**src/rtl/reg_file_pkg.sv**
```systemverilog
// Shared parameters and FSM encoding for the register-file front end.
// Also names the requester slots used by the arbiter and the top level.
package reg_file_pkg;

  localparam int DATA_WIDTH   = 32;
  localparam int ADDR_WIDTH   = 7;
  localparam int MEM_CAPACITY = 128;

  localparam int REQ_A = 0;
  localparam int REQ_B = 1;

  typedef enum logic {
    ST_RUN   = 1'b0,
    ST_CLEAR = 1'b1
  } state_t;

endpackage

```
**src/rtl/rr_arbiter_2.sv**
```systemverilog
// Two-way round-robin arbiter with a combinational grant.
// The pointer names the requester that wins the next tie.
module rr_arbiter_2
  import reg_file_pkg::*;
(
  input  logic       clk,
  input  logic       reset,
  input  logic       i_en,
  input  logic [1:0] i_req,
  output logic [1:0] o_gnt
);

  logic r_ptr;

  // NOTE: every combinational output gets a default first, so no path leaves it unassigned (no latch).
  always_comb begin
    o_gnt = '0;
    if (i_en) begin
      if (i_req == 2'b11) o_gnt[r_ptr] = 1'b1;
      else                o_gnt = i_req;
    end
  end

  // NOTE: sequential state uses non-blocking assignments only.
  always_ff @(posedge clk) begin
    if (reset) begin
      r_ptr <= 1'(REQ_A);
    end else if (o_gnt[REQ_A]) begin
      r_ptr <= 1'(REQ_B);
    end else if (o_gnt[REQ_B]) begin
      r_ptr <= 1'(REQ_A);
    end
  end

endmodule

```
**src/rtl/reg_file_rr_arbiter.sv**
```systemverilog
// Shares one single-port register file between requesters A and B,
// with a clear sequencer that sweeps zeros through every word.
module reg_file_rr_arbiter #(
  parameter int DATA_WIDTH   = reg_file_pkg::DATA_WIDTH,
  parameter int ADDR_WIDTH   = reg_file_pkg::ADDR_WIDTH,
  parameter int MEM_CAPACITY = reg_file_pkg::MEM_CAPACITY
) (
  input  logic                  clk,
  input  logic                  reset,
  input  logic                  clr_start,
  output logic                  clr_busy,
  input  logic                  a_req,
  input  logic                  a_we,
  input  logic [ADDR_WIDTH-1:0] a_addr,
  input  logic [DATA_WIDTH-1:0] a_wdata,
  output logic                  a_gnt,
  output logic                  a_rvalid,
  input  logic                  b_req,
  input  logic                  b_we,
  input  logic [ADDR_WIDTH-1:0] b_addr,
  input  logic [DATA_WIDTH-1:0] b_wdata,
  output logic                  b_gnt,
  output logic                  b_rvalid,
  output logic [DATA_WIDTH-1:0] rdata,
  output logic                  mem_ce,
  output logic                  mem_en,
  output logic [ADDR_WIDTH-1:0] mem_address,
  output logic [DATA_WIDTH-1:0] mem_wdata,
  input  logic [DATA_WIDTH-1:0] mem_rdata
);

  import reg_file_pkg::*;

  localparam logic [ADDR_WIDTH-1:0] LAST_ADDR = ADDR_WIDTH'(MEM_CAPACITY - 1);

  state_t                r_state;
  logic [ADDR_WIDTH-1:0] r_clr_cnt;
  logic                  r_a_rvalid;
  logic                  r_b_rvalid;

  logic                  w_clearing;
  logic                  w_run_en;
  logic [1:0]            w_gnt;

  // Reset masks the combinational outputs in the same cycle it is asserted.
  assign w_clearing = (r_state == ST_CLEAR) && !reset;
  assign w_run_en   = (r_state == ST_RUN)   && !reset;

  rr_arbiter_2 u_arb (
    .clk   (clk),
    .reset (reset),
    .i_en  (w_run_en),
    .i_req ({b_req, a_req}),
    .o_gnt (w_gnt)
  );

  assign a_gnt    = w_gnt[REQ_A];
  assign b_gnt    = w_gnt[REQ_B];
  assign clr_busy = w_clearing;
  assign a_rvalid = r_a_rvalid && !reset;
  assign b_rvalid = r_b_rvalid && !reset;
  assign rdata    = mem_rdata;

  always_comb begin
    mem_ce      = 1'b0;
    mem_en      = 1'b0;
    mem_address = '0;
    mem_wdata   = '0;
    if (w_clearing) begin
      mem_ce      = 1'b1;
      mem_en      = 1'b1;
      mem_address = r_clr_cnt;
    end else if (w_gnt[REQ_A]) begin
      mem_ce      = 1'b1;
      mem_en      = a_we;
      mem_address = a_addr;
      mem_wdata   = a_wdata;
    end else if (w_gnt[REQ_B]) begin
      mem_ce      = 1'b1;
      mem_en      = b_we;
      mem_address = b_addr;
      mem_wdata   = b_wdata;
    end
  end

  always_ff @(posedge clk) begin
    if (reset) begin
      r_state    <= ST_RUN;
      r_clr_cnt  <= '0;
      r_a_rvalid <= 1'b0;
      r_b_rvalid <= 1'b0;
    end else begin
      r_a_rvalid <= w_gnt[REQ_A] && !a_we;
      r_b_rvalid <= w_gnt[REQ_B] && !b_we;
      unique case (r_state)
        ST_RUN: begin
          if (clr_start) begin
            r_state   <= ST_CLEAR;
            r_clr_cnt <= '0;
          end
        end
        ST_CLEAR: begin
          // clr_start is deliberately ignored here: a sweep never restarts.
          r_clr_cnt <= r_clr_cnt + ADDR_WIDTH'(1);
          if (r_clr_cnt == LAST_ADDR) r_state <= ST_RUN;
        end
        default: r_state <= ST_RUN;
      endcase
    end
  end

endmodule

```
**config.mk**
```make
export PLATFORM = sky130hd
export DESIGN_NAME = reg_file_rr_arbiter
export DESIGN_NICKNAME = d
export VERILOG_FILES = /design/src/rtl/reg_file_pkg.sv /design/src/rtl/rr_arbiter_2.sv /design/src/rtl/reg_file_rr_arbiter.sv
export SDC_FILE = /design/constraint.sdc
export NUM_CORES = 1
export LEC_CHECK = 0
export CORE_AREA = 2 2 76 78
export CTS_BUF_LIST = sky130_fd_sc_hd__clkbuf_4
export DETAILED_ROUTE_END_ITERATION = 10
export DIE_AREA = 0 0 78 80
export PLACE_DENSITY = 0.8
export SLEW_MARGIN = 10
export SYNTH_ARGS = -nofsm -noshare
export SYNTH_HDL_FRONTEND = slang
export SYNTH_SLANG_ARGS = --single-unit
```
**constraint.sdc**
```tcl
create_clock -name clk -period 4.1 [get_ports clk]
set_clock_uncertainty 0.2 [all_clocks]
set_input_delay 0.41 -clock clk [delete_from_list [all_inputs] [get_ports clk]]
set_output_delay 0.41 -clock clk [all_outputs]
set_load 0.02 [all_outputs]
```
==> flow_summary.json <==
{
  "drv_cap": 0,
  "cts.path.max_buffers": 2,
  "grt_use_met3_pct": 4.52,
  "post_cts_resized": 0,
  "finalMaxSlewViolations": 0,
  "use_met1_pct": 17.1,
  "nets": 368,
  "post-route-period-util_pct": 78.9,
  "synthArstFlopShare_pct": 0,
  "syn-num-nets": 275,
  "ctsHtreeMaxLevel": 1,
  "rsz0062_at_grt": "no",
  "die_h_um": 80,
  "arrival_ps": 2620,
  "first_iter_violations": 43,
  "clk_pin_slew_worst_paths_ps": 80,
  "cp_cell_sequence": "clkdlybuf4s50_1 > nor3b_1 > and2_1 > buf_4 > a221o_1 > clkdlybuf4s50_1",
  "cts_setup_buffers": 0,
  "synthTopCellsByArea": "a22o_1 (22%), buf_4 (19%), dfxtp_1 (18%), a221o_1 (5.6%), and2_1 (4.0%)",
  "yosysTopAreaCellShare_pct": 22.4,
  "design.portCount": 195,
  "initial_core_util_pct": 23.2,
  "yosysWarnings": 0,
  "synthFlopType": "dfxtp_1",
  "grt_pass1_wl_um": 7220,
  "top_usage_layer": "met2",
  "cp-end-kind": "primary output",
  "overflow": 0,
  "yosysUniqueCellTypes": 33,
  "cts_inserted_buffers": 3,
  "die_area_um2": 6240,
  "crit_fanout": 41,
  "relSlewSlack_pct": 58.9,
  "port_buffers": 130,
  "track_usage_pct": 14.0,
  "clk_latency_ps": 260,
  "seq_area_frac_synth_pct": 17.6,
  "holdBufCountCts": 0,
  "avgSynthCellArea_um2": 7.98,
  "setup-tns-final_ps": 0,
  "ys_seq_elements": 11,
  "clock-sinks": 11,
  "crit_type": "primary input to primary output",
  "drc_errors": 0,
  "synth_edf_count": 0,
  "cts_root_buffer": "clkbuf_4",
  "p_leak_nw": 0.860,
  "core_area_um2": 5410,
  "gp_congestion": 0.735,
  "syn-cell-area_um2": 1250,
  "critical_path.max_stage_delay_ps": 620,
  "cp_common_cell": "clkdlybuf4s50_1",
  "antenna_found_initial": 0,
  "final_util_pct": 44.3,
  "yosys.area.top_type": "a22o_1",
  "die_width_um": 78,
  "hold_path.class": "flip-flop to flip-flop",
  "via_count": 1527,
  "wirelength_um": 4830,
  "globalRouteMet2Util_pct": 24.0,
  "vias_per_cell": 4.76,
  "final_cell_mix": "clkdlybuf4s50_1 (130), a22o_1 (32), dfxtp_1 (11)",
  "power-per-cell-area_nw_per_um2": 177,
  "worst-path-buf-inv": 3,
  "ir_drop_uv": 120,
  "status": "finished, final reports clean",
  "tightest_slew_ps": 616,
  "critPathRequiredTime_ps": 3490,
  "critPathTopFamily": "buffers and inverters",
  "hold_viol_final": 0,
  "p_total_w": 0.000424,
  "setup.worst_path.start_class": "primary input",
  "dp_hpwl_um": 3700,
  "wl_per_cell_um": 15.1,
  "fmax_ghz": 0.309,
  "area_growth_pct": 91.3,
  "grt_pass1_vias": 1441,
  "rows": 27,
  "layout_commonest_cell": "clkdlybuf4s50_1",
  "critical_path.slowest_cell": "clkdlybuf4s50_1",
  "ant_nets": 0,
  "drt-pass1-iter-count": 5,
  "grt_max_degree": 42,
  "period_minus_slack_ps": 3230,
  "nFillCells": 520,
  "layout-drive-gt1-share_pct": 4.42,
  "insertedDiodeCount": 0,
  "cts_tree": "done",
  "synthCells": 157,
  "setup_violations": 0
}
[state kept, by name, summed over array words and instances (netlist names)]
name         count
r_state          1
r_b_rvalid       1
u_arb.r_ptr      1
r_a_rvalid       1
r_clr_cnt        7
[stage by stage]
step	setup slack [ps]	instance area (µm²)	cells	hold slack, ps
after floorplan	1960	1250	157	256
after global placement	902	2370	317	293
after detailed placement	895	2370	317	296
after CTS	879	2400	321	312
after global routing	732	2400	321	332
final	867	2400	321	313
[report_power, final]
| group | leakage (nW) | internal (W) | switching, W |
|---|---|---|---|
| logic | 0.752 | 0.000139 | 0.0000863 |
| registers | 0.0896 | 0.000110 | 0.00000560 |
| clock network | 0.0184 | 0.0000442 | 0.0000386 |
[layer usage]
metal,up-vias,share of wire (%)
li1,742,-
met5,-,0
met3,0,11
met4,0,0
met1,696,41
met2,89,48
[area by class of cell]
class	count	area (µm²)	share of cell area [%]
tap	72	90.1	3.76
timing repair buffer	133	1320	55.2
multi-input combinational	98	721	30.1
sequential	11	220	9.19
inverter	3	11.3	0.470
clock buffer	4	30.0	1.25
[kinds of logic (layout without fill, tap and decap cells)]
| family | Yosys count | count (layout) | share of synthesized area, % |
|---|---|---|---|
| compound gates | 56 | 56 | 37.3 |
| buf+inv | 48 | 140 | 25.4 |
| simple gates | 40 | 40 | 18.0 |
| flops | 11 | 11 | 17.6 |
| fa+ha+maj | 1 | 1 | 0.999 |
| mux | 1 | 1 | 0.799 |
[path summary, 6_finish.rpt]
path                            slack, ps          from             end  cells past startpoint
worst max-delay path                  870         a_req  mem_address[5]                      6
worst min-delay path                  310  r_clr_cnt[6]         r_state                      1
worst max register to register       2280       r_state    r_clr_cnt[6]                      3
worst min register to register        310  r_clr_cnt[6]         r_state                      1
[cells in the mapped netlist, types with 2 or more instances]
master    count
nand2_1       4
nor2b_1       6
buf_2         8
a22o_1       32
dfxtp_1      11
a211oi_1      2
nor2_1        7
a221o_1       7
nor3_1        3
inv_1         3
clkbuf_1      4
and2_1        8
nor3b_1       3
buf_4        32
a21oi_1       7
nand3_1       3
Power figures use the tool's default switching activity.
